## src/rtl/cp_phase_ctrl.sv

```systemverilog
// Two-phase non-overlapping charge-pump controller with comparator pulse skipping.
// Latency: cmp_hi reaches the FSM after 2 clk; phases are registered, so phi1/phi2 follow the state with no decode glitches.
// Backpressure: none; en=0 forces IDLE on the next edge and cmp_s=1 holds the pump in DEAD2 until the output droops.
module cp_phase_ctrl #(
    parameter int DIV_W  = 8,
    parameter int DEAD_W = 4,
    parameter int CNT_W  = 16
) (
    input  logic              clk,
    input  logic              rst_n,
    input  logic              en,
    input  logic [DIV_W-1:0]  div,
    input  logic [DEAD_W-1:0] dead,
    input  logic              cmp_hi,
    input  logic              clr,
    output logic              phi1,
    output logic              phi2,
    output logic              running,
    output logic              in_reg,
    output logic [CNT_W-1:0]  pulse_cnt
);

    localparam int PC_W = (DIV_W > DEAD_W) ? DIV_W : DEAD_W;

    typedef enum logic [2:0] {
        IDLE,
        PH1,
        DEAD1,
        PH2,
        DEAD2
    } state_t;

    state_t           state;
    logic [PC_W-1:0]  phase_cnt;
    logic             cmp_s1;
    logic             cmp_s;
    logic             cnt_zero;
    logic             ph1_entry;
    logic [CNT_W-1:0] cnt_inc;
    logic [PC_W-1:0]  div_ext;
    logic [PC_W-1:0]  dead_ext;

    assign div_ext  = PC_W'(div);
    assign dead_ext = PC_W'(dead);
    assign cnt_zero = (phase_cnt == '0);
    assign in_reg   = cmp_s;

    always_ff @(posedge clk or negedge rst_n) begin
        if (!rst_n) begin
            cmp_s1 <= 1'b0;
            cmp_s  <= 1'b0;
        end else begin
            cmp_s1 <= cmp_hi;
            cmp_s  <= cmp_s1;
        end
    end

    always_comb begin
        ph1_entry = 1'b0;
        if (en && !cmp_s) begin
            if (state == IDLE)
                ph1_entry = 1'b1;
            else if (state == DEAD2 && cnt_zero)
                ph1_entry = 1'b1;
        end
    end

    assign cnt_inc = (&pulse_cnt) ? pulse_cnt : pulse_cnt + CNT_W'(1);

    always_ff @(posedge clk or negedge rst_n) begin
        if (!rst_n) begin
            pulse_cnt <= '0;
        end else if (clr) begin
            pulse_cnt <= '0;
        end else if (ph1_entry) begin
            pulse_cnt <= cnt_inc;
        end
    end

    // phase_cnt holds the remaining cycles of the current phase minus one;
    // settings are captured only on phase entry so mid-phase input changes are ignored.
    always_ff @(posedge clk or negedge rst_n) begin
        if (!rst_n) begin
            state     <= IDLE;
            phase_cnt <= '0;
            phi1      <= 1'b0;
            phi2      <= 1'b0;
            running   <= 1'b0;
        end else if (!en) begin
            state     <= IDLE;
            phase_cnt <= '0;
            phi1      <= 1'b0;
            phi2      <= 1'b0;
            running   <= 1'b0;
        end else begin
            case (state)
                IDLE: begin
                    if (!cmp_s) begin
                        state     <= PH1;
                        phase_cnt <= div_ext;
                        phi1      <= 1'b1;
                        running   <= 1'b1;
                    end
                end
                PH1: begin
                    if (cnt_zero) begin
                        state     <= DEAD1;
                        phase_cnt <= dead_ext;
                        phi1      <= 1'b0;
                    end else begin
                        phase_cnt <= phase_cnt - PC_W'(1);
                    end
                end
                DEAD1: begin
                    if (cnt_zero) begin
                        state     <= PH2;
                        phase_cnt <= div_ext;
                        phi2      <= 1'b1;
                    end else begin
                        phase_cnt <= phase_cnt - PC_W'(1);
                    end
                end
                PH2: begin
                    if (cnt_zero) begin
                        state     <= DEAD2;
                        phase_cnt <= dead_ext;
                        phi2      <= 1'b0;
                    end else begin
                        phase_cnt <= phase_cnt - PC_W'(1);
                    end
                end
                DEAD2: begin
                    // Regulated output: sit here with both phases low until cmp_s drops.
                    if (cnt_zero) begin
                        if (!cmp_s) begin
                            state     <= PH1;
                            phase_cnt <= div_ext;
                            phi1      <= 1'b1;
                        end
                    end else begin
                        phase_cnt <= phase_cnt - PC_W'(1);
                    end
                end
                default: begin
                    state     <= IDLE;
                    phase_cnt <= '0;
                    phi1      <= 1'b0;
                    phi2      <= 1'b0;
                    running   <= 1'b0;
                end
            endcase
        end
    end

endmodule
```

## config.mk

```make
export PLATFORM = sky130hd
export DESIGN_NAME = cp_phase_ctrl
export DESIGN_NICKNAME = d
export VERILOG_FILES = /design/src/rtl/cp_phase_ctrl.sv
export SDC_FILE = /design/constraint.sdc
export NUM_CORES = 1
export LEC_CHECK = 0
export CORE_ASPECT_RATIO = 1.5
export CORE_MARGIN = 5
export CORE_UTILIZATION = 57
export CTS_CLUSTER_DIAMETER = 40
export DETAILED_ROUTE_END_ITERATION = 8
export HOLD_SLACK_MARGIN = 0.1
export PLACE_DENSITY = 0.92
export SLEW_MARGIN = 20
export SYNTH_ARGS = -nofsm -noshare
export SYNTH_HDL_FRONTEND = slang
export SYNTH_SLANG_ARGS = --single-unit
```

## constraint.sdc

```tcl
create_clock -name clk -period 4.7 [get_ports clk]
set_input_delay 0.94 -clock clk [delete_from_list [all_inputs] [get_ports clk]]
set_output_delay 0.94 -clock clk [all_outputs]
set_load 0.02 [all_outputs]
```

==> impl_metrics.csv <==
group,metric,value,unit
synthesis,yosysMostFrequentCell,"dfrtp_1",
cts,htreeDepth,2,
synthesis,synth_nets,251,
timing,setup_tns,0,ns
synthesis,syn_area,2078,um^2
synthesis,post-synth-top-area-cell,"dfrtp_1",
timing,setup_violations,0,
synthesis,yosys_warnings,0,
die,fp.dieW,59.30,um
drt,wirelength,5.197,mm
drt,vias_per_cell,6.342,
critical_path,critPathKind,"input port to flip-flop",
cts,ctsHoldBuffers,0,
place,dpl.hpwl,3.778,mm
critical_path,rrSetupSlack,2.19,ns
timing,fmax,350.5,MHz
grt,grt.total_usage,22.41,%
min_path,hp-class,"flip-flop to flip-flop",
critical_path,r2r_cells,7,
finish,fillCellCount,292,
pwr,fin_total_pwr,0.9870,mW
pwr,p_leak,1.013,nW
timing,worst_slew_margin_rel,36.38,%
finish,stdcell_area,2525,um^2
timing,drv_slew,0,
cts,cts_buffers,5,
drt,remaining_drc_errors,0,
pwr,vdd_drop_max,287.3,uV
critical_path,required,4.90,ns
finish,largest_reg_flops,16,
timing,min_period,2.853,ns
synthesis,ys_seq_area_share,38.53,%
timing,max_slew.worst_pin.slew,0.9514,ns
timing,min_period_over_period,60.70,%
drt,ant_nets,0,
timing,finalWorstSetupSlack,1.847,ns
place,gp_congestion,0.8556,
cts,post-cts-setup-buffer-count,0,
synthesis,synthCells,231,
timing,fin_hold_ws,0.3430,ns
critical_path,crit_path_end_kind,"flip-flop",
finish,reg.largest.list,"pulse_cnt (16), phase_cnt (8), state (3)",
cts,cts_sinks,32,
synthesis,synth_edf_count,0,
drt,drtIter0Drc,136,
finish,top_register,"pulse_cnt",
synthesis,avgSynthCellArea,8.997,um^2
cts,path_clk_slew,0.07,ns
die,boundaryPins,37,
place,place_ws,1.558,ns
finish,num_antenna_cells,0,
place,io_buffers,36,
critical_path,cp-startpoint,"en",
finish,area_delta_synth_final,21.49,%
min_path,holdPathStages,0,
finish,drive_above_1_share,6.818,%
die,fp-row-count,27,
min_path,holdPathEnd,"in_reg$_DFF_PN0_",
drt,vias,1947,
grt,overflow,0,
synthesis,synthDistinctLibCells,56,
grt,antenna_found_initial,0,
cts,cts_tree,"built",
critical_path,r2r-start,"phase_cnt[0]$_DFF_PN0_",
pwr,power.density,390.9,nW/um^2
synthesis,synth_area_leaders,"dfrtp_1 (39%), a21oi_1 (4.8%), nand2_1 (3.6%), mux2i_1 (3.4%), nor2_1 (3.3%)",
synthesis,synth_ff_type,"dfrtp_1",
timing,hold_viol,0,
critical_path,r2r-end,"pulse_cnt[13]$_DFFE_PN0P_",
place,place_area,2435,um^2
flow_run,cap_violations,0,
grt,grt_pass1_wl,8.811,mm
drt,drtPass1Iterations,4,
run_status,status,"completed",
critical_path,arrival,3.06,ns
grt,grt_pass1_vias,1948,
synthesis,yosys-top-cells-count,"dfrtp_1 (32), a21oi_1 (20), nand2_1 (20)",
cts,clock-root-buffer,"clkbuf_8",
critical_path,crit_path_start_kind,"input port",
timing,skew,0.005433,ns
die,dieArea,4979,um^2
cts,insertion_delay,0.29,ns
grt,grt_max_degree,21,
synthesis,ys_async_sr_fraction,100.0,%
finish,nets,283,
timing,grt_setup_unrepaired,"false",
drt,wl_per_cell,16.93,um
synthesis,ys_seq_elements,32,
die,die_h,83.96,um
critical_path,cp_max_fo,12,
die,start_util,57.49,%
die,coreArea,3615,um^2
cts,cts_resized,0,
cts,clockBufferDepth,2,
min_path,min_from,"cmp_s1$_DFF_PN0_",
synthesis,synth.top_cell.area_share,38.53,%
## routing by layer
metal  up-vias  global-route usage (%)  wire length, um
met5         -                       0                0
met4         0                   11.55              148
met3        20                   4.799              268
met2        70                   38.41             2759
met1       926                   24.83             2020
li1        931                       -                -
## cells in the final DEF, fill, tap and decap left out, types with 7 or more instances in the layout
master           count
a21oi_1             20
o21ai_0             11
inv_1                8
o31ai_1              7
nand2_1             20
nand3_1             13
clkdlybuf4s50_1     36
a31oi_1              7
mux2i_1              7
dfrtp_1             32
nor2_1              18
## worst max-delay path by stage
stage	endpoint	slack, ns
after global routing	pulse_cnt[13]$_DFFE_PN0P_	1.70
final	pulse_cnt[13]$_DFFE_PN0P_	1.85
after detailed placement	pulse_cnt[13]$_DFFE_PN0P_	1.56
after global placement	pulse_cnt[13]$_DFFE_PN0P_	1.66
after floorplan	pulse_cnt[9]$_DFFE_PN0P_	2.19
after CTS	pulse_cnt[13]$_DFFE_PN0P_	1.88
## layout make-up
| type | count | area, um^2 | share of cell area, % |
|---|---|---|---|
| clock buffer | 8 | 90.09 | 3.568 |
| inverter | 8 | 30.03 | 1.189 |
| multi-input combinational | 179 | 1182 | 46.83 |
| sequential | 32 | 800.8 | 31.71 |
| tap | 43 | 53.80 | 2.131 |
| timing repair buffer | 37 | 367.9 | 14.57 |
## through the flow
stage               instances  utilization [%]
floorplan                 231                -
global placement          299            67.36
detailed placement        299            67.36
CTS                       307            69.85
global route              307            69.85
finish                    307            69.85
## report_power, final
part	total, mW	internal (mW)	switching, mW	leakage [nW]
registers	0.385	0.315	0.0702	0.429
clock network	0.220	0.119	0.100	0.0455
logic	0.382	0.162	0.220	0.538
total	0.987	0.597	0.390	1.01
## cell families after synthesis
logic type               after synthesis  synth area share (%)
AND/OR/NAND/NOR                       92                 26.37
adder cells (fa/ha/maj)                3                 1.806
buffers and inverters                 20                 4.575
AO/OA/AOI/OAI                         71                 22.82
multiplexers                           7                 3.372
flip-flops                            32                 38.53
XOR/XNOR                               6                 2.529
## worst max-delay path, cell delays in order
cell,delay [ns]
clkdlybuf4s50_1,0.63
inv_1,0.24
nor3_4,0.39
nand3_4,0.20
or4_1,0.51
a21oi_1,0.15
Note: power is estimated with default switching activity, not from simulation.
